File: config.mk
export PLATFORM = sky130hd
export DESIGN_NAME = operand_fetch_stage_flat
export DESIGN_NICKNAME = d
export VERILOG_FILES = /design/src/rtl/operand_fetch_stage_pkg.sv /design/src/rtl/operand_fetch_stage_if.sv /design/src/rtl/operand_forward_mux.sv /design/src/rtl/operand_fetch_stage.sv /design/src/flat_wrapper.sv
export SDC_FILE = /design/constraint.sdc
export NUM_CORES = 1
export LEC_CHECK = 0
export CORE_UTILIZATION = 40
export CTS_CLUSTER_DIAMETER = 40
export DETAILED_ROUTE_END_ITERATION = 8
export PLACE_DENSITY = 0.7
export SLEW_MARGIN = 25
export SYNTH_ARGS = -nofsm -noshare
export SYNTH_HDL_FRONTEND = slang
export SYNTH_SLANG_ARGS = --single-unit
File: constraint.sdc
create_clock -name clk -period 12.79 [get_ports clk]
set_clock_uncertainty 0.1 [all_clocks]
set_input_delay 2.558 -clock clk [delete_from_list [all_inputs] [get_ports clk]]
set_output_delay 2.558 -clock clk [all_outputs]
set_load 0.05 [all_outputs]
File: src/rtl/operand_fetch_stage_pkg.sv
// Shared types and helpers for the operand-fetch stage.
package operand_fetch_stage_pkg;
  localparam int RA_W = 4;
  localparam logic [RA_W-1:0] REG_PC = 4'd15;

  typedef enum logic [1:0] {
    FWD_RF = 2'd0,
    FWD_EX = 2'd1,
    FWD_WB = 2'd2
  } fwd_sel_e;

  // Source choice for one operand; R15 always comes from the file, EX beats WB.
  function automatic fwd_sel_e fwd_select(input logic [RA_W-1:0] ra,
                                          input logic            ex_en,
                                          input logic [RA_W-1:0] ex_ad,
                                          input logic            wb_en,
                                          input logic [RA_W-1:0] wb_ad);
    if (ra == REG_PC)              return FWD_RF;
    else if (ex_en && ex_ad == ra) return FWD_EX;
    else if (wb_en && wb_ad == ra) return FWD_WB;
    else                           return FWD_RF;
  endfunction
endpackage

File: src/rtl/operand_fetch_stage_if.sv
// Decode / register-file / forward / execute signals of the operand-fetch stage.
interface operand_fetch_stage_if #(
  parameter int W  = 32,
  parameter int CW = 16
);
  logic          flush;
  logic          in_valid;
  logic          in_ready;
  logic [3:0]    ra1, ra2;
  logic [CW-1:0] in_ctrl;
  logic [3:0]    ad1, ad2;
  logic [W-1:0]  do1, do2;
  logic          fwd_ex_en;
  logic [3:0]    fwd_ex_ad;
  logic [W-1:0]  fwd_ex_data;
  logic          fwd_wb_en;
  logic [3:0]    fwd_wb_ad;
  logic [W-1:0]  fwd_wb_data;
  logic          out_valid;
  logic          out_ready;
  logic [W-1:0]  op1, op2;
  logic [3:0]    out_ad1, out_ad2;
  logic [CW-1:0] out_ctrl;

  modport slave (
    input  flush, in_valid, ra1, ra2, in_ctrl, do1, do2,
           fwd_ex_en, fwd_ex_ad, fwd_ex_data, fwd_wb_en, fwd_wb_ad, fwd_wb_data, out_ready,
    output in_ready, ad1, ad2, out_valid, op1, op2, out_ad1, out_ad2, out_ctrl
  );

  modport master (
    output flush, in_valid, ra1, ra2, in_ctrl, do1, do2,
           fwd_ex_en, fwd_ex_ad, fwd_ex_data, fwd_wb_en, fwd_wb_ad, fwd_wb_data, out_ready,
    input  in_ready, ad1, ad2, out_valid, op1, op2, out_ad1, out_ad2, out_ctrl
  );
endinterface

File: src/rtl/operand_forward_mux.sv
// Combinational forward mux for one operand port: RF / EX / WB by priority.
module operand_forward_mux
  import operand_fetch_stage_pkg::*;
#(
  parameter int W = 32
) (
  input  logic [RA_W-1:0] ra_i,
  input  logic [W-1:0]    rf_data_i,
  input  logic            ex_en_i,
  input  logic [RA_W-1:0] ex_ad_i,
  input  logic [W-1:0]    ex_data_i,
  input  logic            wb_en_i,
  input  logic [RA_W-1:0] wb_ad_i,
  input  logic [W-1:0]    wb_data_i,
  output logic [W-1:0]    data_o
);
  fwd_sel_e sel;

  // Pick the youngest in-flight producer of the source register.
  always_comb begin
    sel = fwd_select(ra_i, ex_en_i, ex_ad_i, wb_en_i, wb_ad_i);
    case (sel)
      FWD_EX:  data_o = ex_data_i;
      FWD_WB:  data_o = wb_data_i;
      default: data_o = rf_data_i;
    endcase
  end
endmodule

File: src/rtl/operand_fetch_stage.sv
// Operand fetch: forward-resolve sources, hold them in a main+skid buffer for execute.
module operand_fetch_stage
  import operand_fetch_stage_pkg::*;
#(
  parameter int W  = 32,
  parameter int CW = 16
) (
  input  logic                 clk,
  input  logic                 rst,
  operand_fetch_stage_if.slave bus
);
  typedef struct packed {
    logic [W-1:0]    op1;
    logic [W-1:0]    op2;
    logic [RA_W-1:0] ad1;
    logic [RA_W-1:0] ad2;
    logic [CW-1:0]   ctrl;
  } entry_t;

  entry_t main_q, main_d, skid_q, skid_d, new_ent;
  logic   main_vld_q, main_vld_d, skid_vld_q, skid_vld_d;
  logic   [W-1:0] rd1, rd2;
  logic   accept, take;

  // A held entry picks up a writeback to one of its (non-PC) sources.
  function automatic entry_t snoop(input entry_t e, input logic en,
                                   input logic [RA_W-1:0] ad, input logic [W-1:0] d);
    entry_t r;
    r = e;
    if (en && e.ad1 != REG_PC && e.ad1 == ad) r.op1 = d;
    if (en && e.ad2 != REG_PC && e.ad2 == ad) r.op2 = d;
    return r;
  endfunction

  operand_forward_mux #(.W(W)) u_fwd1 (
    .ra_i(bus.ra1), .rf_data_i(bus.do1),
    .ex_en_i(bus.fwd_ex_en), .ex_ad_i(bus.fwd_ex_ad), .ex_data_i(bus.fwd_ex_data),
    .wb_en_i(bus.fwd_wb_en), .wb_ad_i(bus.fwd_wb_ad), .wb_data_i(bus.fwd_wb_data),
    .data_o(rd1)
  );

  operand_forward_mux #(.W(W)) u_fwd2 (
    .ra_i(bus.ra2), .rf_data_i(bus.do2),
    .ex_en_i(bus.fwd_ex_en), .ex_ad_i(bus.fwd_ex_ad), .ex_data_i(bus.fwd_ex_data),
    .wb_en_i(bus.fwd_wb_en), .wb_ad_i(bus.fwd_wb_ad), .wb_data_i(bus.fwd_wb_data),
    .data_o(rd2)
  );

  assign bus.ad1      = bus.ra1;
  assign bus.ad2      = bus.ra2;
  assign bus.in_ready = !skid_vld_q;
  assign bus.out_valid = main_vld_q;
  assign bus.op1      = main_q.op1;
  assign bus.op2      = main_q.op2;
  assign bus.out_ad1  = main_q.ad1;
  assign bus.out_ad2  = main_q.ad2;
  assign bus.out_ctrl = main_q.ctrl;

  assign accept  = bus.in_valid && !skid_vld_q;
  assign take    = main_vld_q && bus.out_ready;
  assign new_ent = '{op1: rd1, op2: rd2, ad1: bus.ra1, ad2: bus.ra2, ctrl: bus.in_ctrl};

  // Buffer update: flush wins; a free/draining main refills from skid first, else from decode.
  always_comb begin
    main_d     = snoop(main_q, bus.fwd_wb_en, bus.fwd_wb_ad, bus.fwd_wb_data);
    skid_d     = snoop(skid_q, bus.fwd_wb_en, bus.fwd_wb_ad, bus.fwd_wb_data);
    main_vld_d = main_vld_q;
    skid_vld_d = skid_vld_q;
    if (bus.flush) begin
      main_vld_d = 1'b0;
      skid_vld_d = 1'b0;
    end else if (!main_vld_q || take) begin
      if (skid_vld_q) begin
        main_d     = skid_d;
        main_vld_d = 1'b1;
        skid_vld_d = 1'b0;
      end else begin
        main_vld_d = accept;
        if (accept) main_d = new_ent;
      end
    end else if (accept) begin
      skid_d     = new_ent;
      skid_vld_d = 1'b1;
    end
  end

  // Entry and valid registers.
  always_ff @(posedge clk or posedge rst) begin
    if (rst) begin
      main_q     <= '0;
      skid_q     <= '0;
      main_vld_q <= 1'b0;
      skid_vld_q <= 1'b0;
    end else begin
      main_q     <= main_d;
      skid_q     <= skid_d;
      main_vld_q <= main_vld_d;
      skid_vld_q <= skid_vld_d;
    end
  end
endmodule

File: src/flat_wrapper.sv
// flat-port wrapper written by rule: the top's interface ports become plain ports
module operand_fetch_stage_flat import operand_fetch_stage_pkg::*;
#(
  parameter int W  = 32,
  parameter int CW = 16
)
  (clk, rst, bus_flush, bus_in_valid, bus_ra1, bus_ra2, bus_in_ctrl, bus_do1, bus_do2, bus_fwd_ex_en, bus_fwd_ex_ad, bus_fwd_ex_data, bus_fwd_wb_en, bus_fwd_wb_ad, bus_fwd_wb_data, bus_out_ready, bus_in_ready, bus_ad1, bus_ad2, bus_out_valid, bus_op1, bus_op2, bus_out_ad1, bus_out_ad2, bus_out_ctrl);
  operand_fetch_stage_if #(.W(W), .CW(CW)) bus_i ();
  input  logic clk;
  input  logic rst;
  input wire logic [$bits(bus_i.flush)-1:0] bus_flush;
  input wire logic [$bits(bus_i.in_valid)-1:0] bus_in_valid;
  input wire logic [$bits(bus_i.ra1)-1:0] bus_ra1;
  input wire logic [$bits(bus_i.ra2)-1:0] bus_ra2;
  input wire logic [$bits(bus_i.in_ctrl)-1:0] bus_in_ctrl;
  input wire logic [$bits(bus_i.do1)-1:0] bus_do1;
  input wire logic [$bits(bus_i.do2)-1:0] bus_do2;
  input wire logic [$bits(bus_i.fwd_ex_en)-1:0] bus_fwd_ex_en;
  input wire logic [$bits(bus_i.fwd_ex_ad)-1:0] bus_fwd_ex_ad;
  input wire logic [$bits(bus_i.fwd_ex_data)-1:0] bus_fwd_ex_data;
  input wire logic [$bits(bus_i.fwd_wb_en)-1:0] bus_fwd_wb_en;
  input wire logic [$bits(bus_i.fwd_wb_ad)-1:0] bus_fwd_wb_ad;
  input wire logic [$bits(bus_i.fwd_wb_data)-1:0] bus_fwd_wb_data;
  input wire logic [$bits(bus_i.out_ready)-1:0] bus_out_ready;
  output wire logic [$bits(bus_i.in_ready)-1:0] bus_in_ready;
  output wire logic [$bits(bus_i.ad1)-1:0] bus_ad1;
  output wire logic [$bits(bus_i.ad2)-1:0] bus_ad2;
  output wire logic [$bits(bus_i.out_valid)-1:0] bus_out_valid;
  output wire logic [$bits(bus_i.op1)-1:0] bus_op1;
  output wire logic [$bits(bus_i.op2)-1:0] bus_op2;
  output wire logic [$bits(bus_i.out_ad1)-1:0] bus_out_ad1;
  output wire logic [$bits(bus_i.out_ad2)-1:0] bus_out_ad2;
  output wire logic [$bits(bus_i.out_ctrl)-1:0] bus_out_ctrl;
  assign bus_i.flush = bus_flush;
  assign bus_i.in_valid = bus_in_valid;
  assign bus_i.ra1 = bus_ra1;
  assign bus_i.ra2 = bus_ra2;
  assign bus_i.in_ctrl = bus_in_ctrl;
  assign bus_i.do1 = bus_do1;
  assign bus_i.do2 = bus_do2;
  assign bus_i.fwd_ex_en = bus_fwd_ex_en;
  assign bus_i.fwd_ex_ad = bus_fwd_ex_ad;
  assign bus_i.fwd_ex_data = bus_fwd_ex_data;
  assign bus_i.fwd_wb_en = bus_fwd_wb_en;
  assign bus_i.fwd_wb_ad = bus_fwd_wb_ad;
  assign bus_i.fwd_wb_data = bus_fwd_wb_data;
  assign bus_i.out_ready = bus_out_ready;
  assign bus_in_ready = bus_i.in_ready;
  assign bus_ad1 = bus_i.ad1;
  assign bus_ad2 = bus_i.ad2;
  assign bus_out_valid = bus_i.out_valid;
  assign bus_op1 = bus_i.op1;
  assign bus_op2 = bus_i.op2;
  assign bus_out_ad1 = bus_i.out_ad1;
  assign bus_out_ad2 = bus_i.out_ad2;
  assign bus_out_ctrl = bus_i.out_ctrl;
  operand_fetch_stage #(.W(W), .CW(CW)) u_core (.clk(clk), .rst(rst), .bus(bus_i));
endmodule
Yosys cells after proc, flatten, opt, wreduce, memory -nomap -nowiden --
Index checks and enable logic that the tools add are counted.
Word-level totals: register bits after elaboration 178, bits of input ports 167, output and inout port bits 98, word-level logic and storage cells 79
Cells by class: eq/ne operators 18, muxes and demuxes 25, bitwise logic cells 2, reduce and logical (&&, ||, !) cells 22
Operators by type and width (count):
- $mux W88 | 7
- $mux W32 | 4
- $pmux W32 S2 | 2
- $eq A4 B4 Y1 | 8
- $ne A4 B4 Y1 const B | 4
- $logic_and A1 B1 Y1 | 14
- $mux W2 | 6
- $eq A4 B4 Y1 const B | 2
- $mux W1 | 6
- $reduce_and A3 Y1 | 2
- $eq A2 B1 Y1 const B | 2
- $eq A2 B2 Y1 const B | 2
- $reduce_bool A2 Y1 | 2
- $reduce_bool A3 Y1 | 1
- $logic_not A1 Y1 | 2
- $not A1 Y1 | 2
- $logic_or A1 B1 Y1 | 1

Logic depth before layout (Yosys ltp) --
word-level depth 11, gate-level depth with buffers 13, depth with buffers taken out 11

Modules after synthesis --
Synthesis repeated with hierarchy kept, for this count alone.
Unflattened totals: cell total of the unflattened synthesis 1130, area total of the unflattened synthesis 11026.8 um^2
Modules (own cells, without submodules):
- operand_fetch_stage | instances 1, cells an instance 870, area an instance 9537.9 um^2
- operand_forward_mux | instances 2, cells an instance 130, area an instance 744.5 um^2

Worst setup path after synthesis --
No wires, ideal clock.
path kind input -> output, start point in bus_ra1[0], end point out bus_ad1[0], arrival 2728 ps, required time 10132 ps, setup slack 7404 ps, stages on the path 1, cell sequence buf_4
RTL lines:
- start: declaration | RTL line flat_wrapper.sv:13 | input wire logic [$bits(bus_i.ra1)-1:0] bus_ra1;
- end: declaration | RTL line flat_wrapper.sv:26 | output wire logic [$bits(bus_i.ad1)-1:0] bus_ad1;
No word-level cell between the ends.

Worst setup path after layout --
start point in bus_ra1[1], end point out bus_ad1[1]
No word-level cell between the ends.

==> flow_summary.ini <==
[outcome]
status = complete, no violations

[cells_and_area]
fillers = 2430
layout_commonest_cell = clkdlybuf4s50_1
layout_common_cells = 264 x clkdlybuf4s50_1, 177 x dfrtp_1, 128 x mux2i_1, 94 x nor2_1, 81 x a21oi_1
seq_area_mm2 = 0.004456
finish.utilization_pct = 52.60
n_antenna_cell = 0
finalNetCount = 1499
drive_gt1_share_pct = 6.711
multi_input_area_mm2 = 0.005964
syn2layout_area_growth_pct = 28.39

[route]
drc = 0
drt_pass1_iterations = 5
vias_per_cell = 6.193
vias = 10610
antenna_left = 0
routedWlPerCell_um = 23.18
drtIter0Drc = 1105
wirelength_mm = 39.70

[cts]
ctsLongestPathBuffers = 2
clkTransAtPathRegs_ps = 80
cts.sinks = 178
tritoncts = done
htreeDepth = 4
cts_resized = 0
insertion_delay_ps = 440
cts_hold_buf = 0
root_buffer = clkbuf_16
cts_buffers = 17
cts_setup_buffers = 0

[critical_path]
worstRegToRegCells = 5
crit_required_ps = 10130
path_class = in -> out
reg2reg_to = u_core.bus.op2[26]
arrival_ps = 4100
cp_common_cell = clkdlybuf4s50_1
critPathMaxStageDelay_ps = 870
worst-path-buf-inv = 2
r2r-start = u_core.skid_vld_q
slowest_stage = clkdlybuf4s50_1
critical_path.cell_chain = clkdlybuf4s50_1 -> clkdlybuf4s50_1
path_max_fanout = 7
crit_family = buffers and inverters
crit_path_end_kind = output pin
cp-start-kind = primary input
worst-r2r-setup-slack_ps = 9640

[grt]
grt_util_all_layers_pct = 27.58
grt_pass1_vias = 10550
overflow = 0
antenna_found_initial = 1
grt_max_degree = 105
grt_pass1_wl_mm = 60.67

[synth]
yosys_warnings = 0
synth_cell_type_count = 42
ys_ff_latch = 178
avgSynthCellArea_um2 = 9.394
yosysSeqAreaShare_pct = 40.12
syn_inst = 1182
syn-num-nets = 1353
netlist_area_mm2 = 0.01110

[die]
core_area_mm2 = 0.02710
die_area_mm2 = 0.02843
num_io_pins = 265
die_h_um = 168.6
die_x_um = 168.6
rows = 60
initial_core_util_pct = 40.97

[timing]
post-route-min-period_ps = 6762
finalSetupViolCount = 0
worst_slew_pin_slew_ps = 1088
fmax_mhz = 147.9
relSlewSlack_pct = 27.30
fin_setup_tns_ps = 0
final_hold_viol_count = 0
slew_viol_final = 0
layout_worst_path_cycle_share_pct = 52.87
rsz0062_at_grt = false

[placement]
dp_hpwl_mm = 24.15
port_buffers = 264
routabilityCongestion = 0.8546

[flow_run]
cap_violations = 0

[hold_path]
min_to = u_core.skid_q[3]
worstHoldStart = u_core.skid_q[3]
worstHoldPathCells = 1
hold_class = reg -> reg

[power_and_ir_drop]
leakage_nw = 5.609
powerDensity_mw_per_mm2 = 168.4
irDropWorstVdd_uv = 95.82
[cell type report]
class | count | area share [%]
Multi-Input combinational cell | 846 | 41.84
Sequential cell | 178 | 31.26
Timing Repair Buffer | 277 | 19.25
Tap cell | 372 | 3.265
Clock buffer | 17 | 2.984
Clock inverter | 15 | 1.141
Inverter | 8 | 0.2633
[worst max path at each step]
stage	startpoint	endpoint	slack [ps]	depth (start not counted)
after CTS	bus_ra1[1]	bus_ad1[1]	6040	2
final	bus_ra1[1]	bus_ad1[1]	6030	2
after detailed placement	bus_ra1[1]	bus_ad1[1]	6040	2
after global routing	bus_ra1[1]	bus_ad1[1]	6010	2
after global placement	bus_ra1[1]	bus_ad1[1]	6050	2
after floorplan	rst	u_core.bus.op1[0]	5300	1
[per-layer routing]
layer	GRT usage, %	part of all wire, %
met1	38.10	43
met2	43.14	46
met3	5.027	8.0
met4	10.12	2.4
met5	0	0.033
[power breakdown]
group          leakage (nW)  total (mW)  internal (mW)  switching, mW
clock                 0.288       0.535          0.278          0.257
sequential             2.07       0.898          0.758          0.139
combinational          3.25       0.967          0.384          0.583
[metrics by stage]
stage               area [µm²]  total power [mW]  hold WS [ps]  instances  worst slack [ps]
detailed placement       13650             1.862         392.7       1681              6038
global placement         13640             1.832         387.1       1681              6048
global route             14250             2.506         433.2       1713              6009
CTS                      14240             2.398         416.2       1713              6038
floorplan                11100             1.522         379.6       1182              5302
finish                   14250             2.400         414.3       1713              6028
[sequential cells by signal, summed over array words and instances, names as in the netlist]
| signal | cells |
|---|---|
| u_core.bus.op1 | 32 |
| u_core.bus.op2 | 32 |
| u_core.bus.out_ctrl | 16 |
| u_core.skid_q | 88 |
| u_core.bus.out_valid | 1 |
| u_core.skid_vld_q | 1 |
| u_core.bus.out_ad1 | 4 |
| u_core.bus.out_ad2 | 4 |
[cell families (layout without fill, tap and decap cells)]
group | Yosys count | in the layout | share of synthesized area [%]
mux | 152 | 152 | 13.97
flops | 178 | 178 | 40.12
simple gates | 257 | 257 | 10.54
compound gates | 407 | 407 | 25.82
xor+xnor | 26 | 26 | 2.051
fa+ha+maj | 4 | 4 | 0.4508
buf+inv | 158 | 317 | 7.054
[synthesized netlist by cell type, drive strengths merged]
cell	instances	area share, %
nor4	2	0.11
nand2b	1	0.056
a21o	32	2.2
o21a	1	0.068
nand3	41	1.8
a31oi	3	0.17
buf	53	3.5
nand4	7	0.39
ha	4	0.45
a32oi	32	2.5
a221oi	32	2.5
a22oi	64	4.3
a221o	32	2.9
and4	2	0.16
nor2	96	3.2
inv	8	0.27
nor2b	2	0.11
or3	2	0.11
mux2i	128	12
and3	25	1.4
dfrtp	178	40
mux2	24	2.4
clkbuf	97	3.3
a21oi	83	3.9
nor3	5	0.42
and2	2	0.11
xnor2	20	1.6
o21ai	64	2.9
nand2	69	2.3
or2	2	0.11
o211ai	64	4.3
xor2	6	0.47
nor3b	1	0.11
Note: power is estimated with default switching activity, not from simulation.
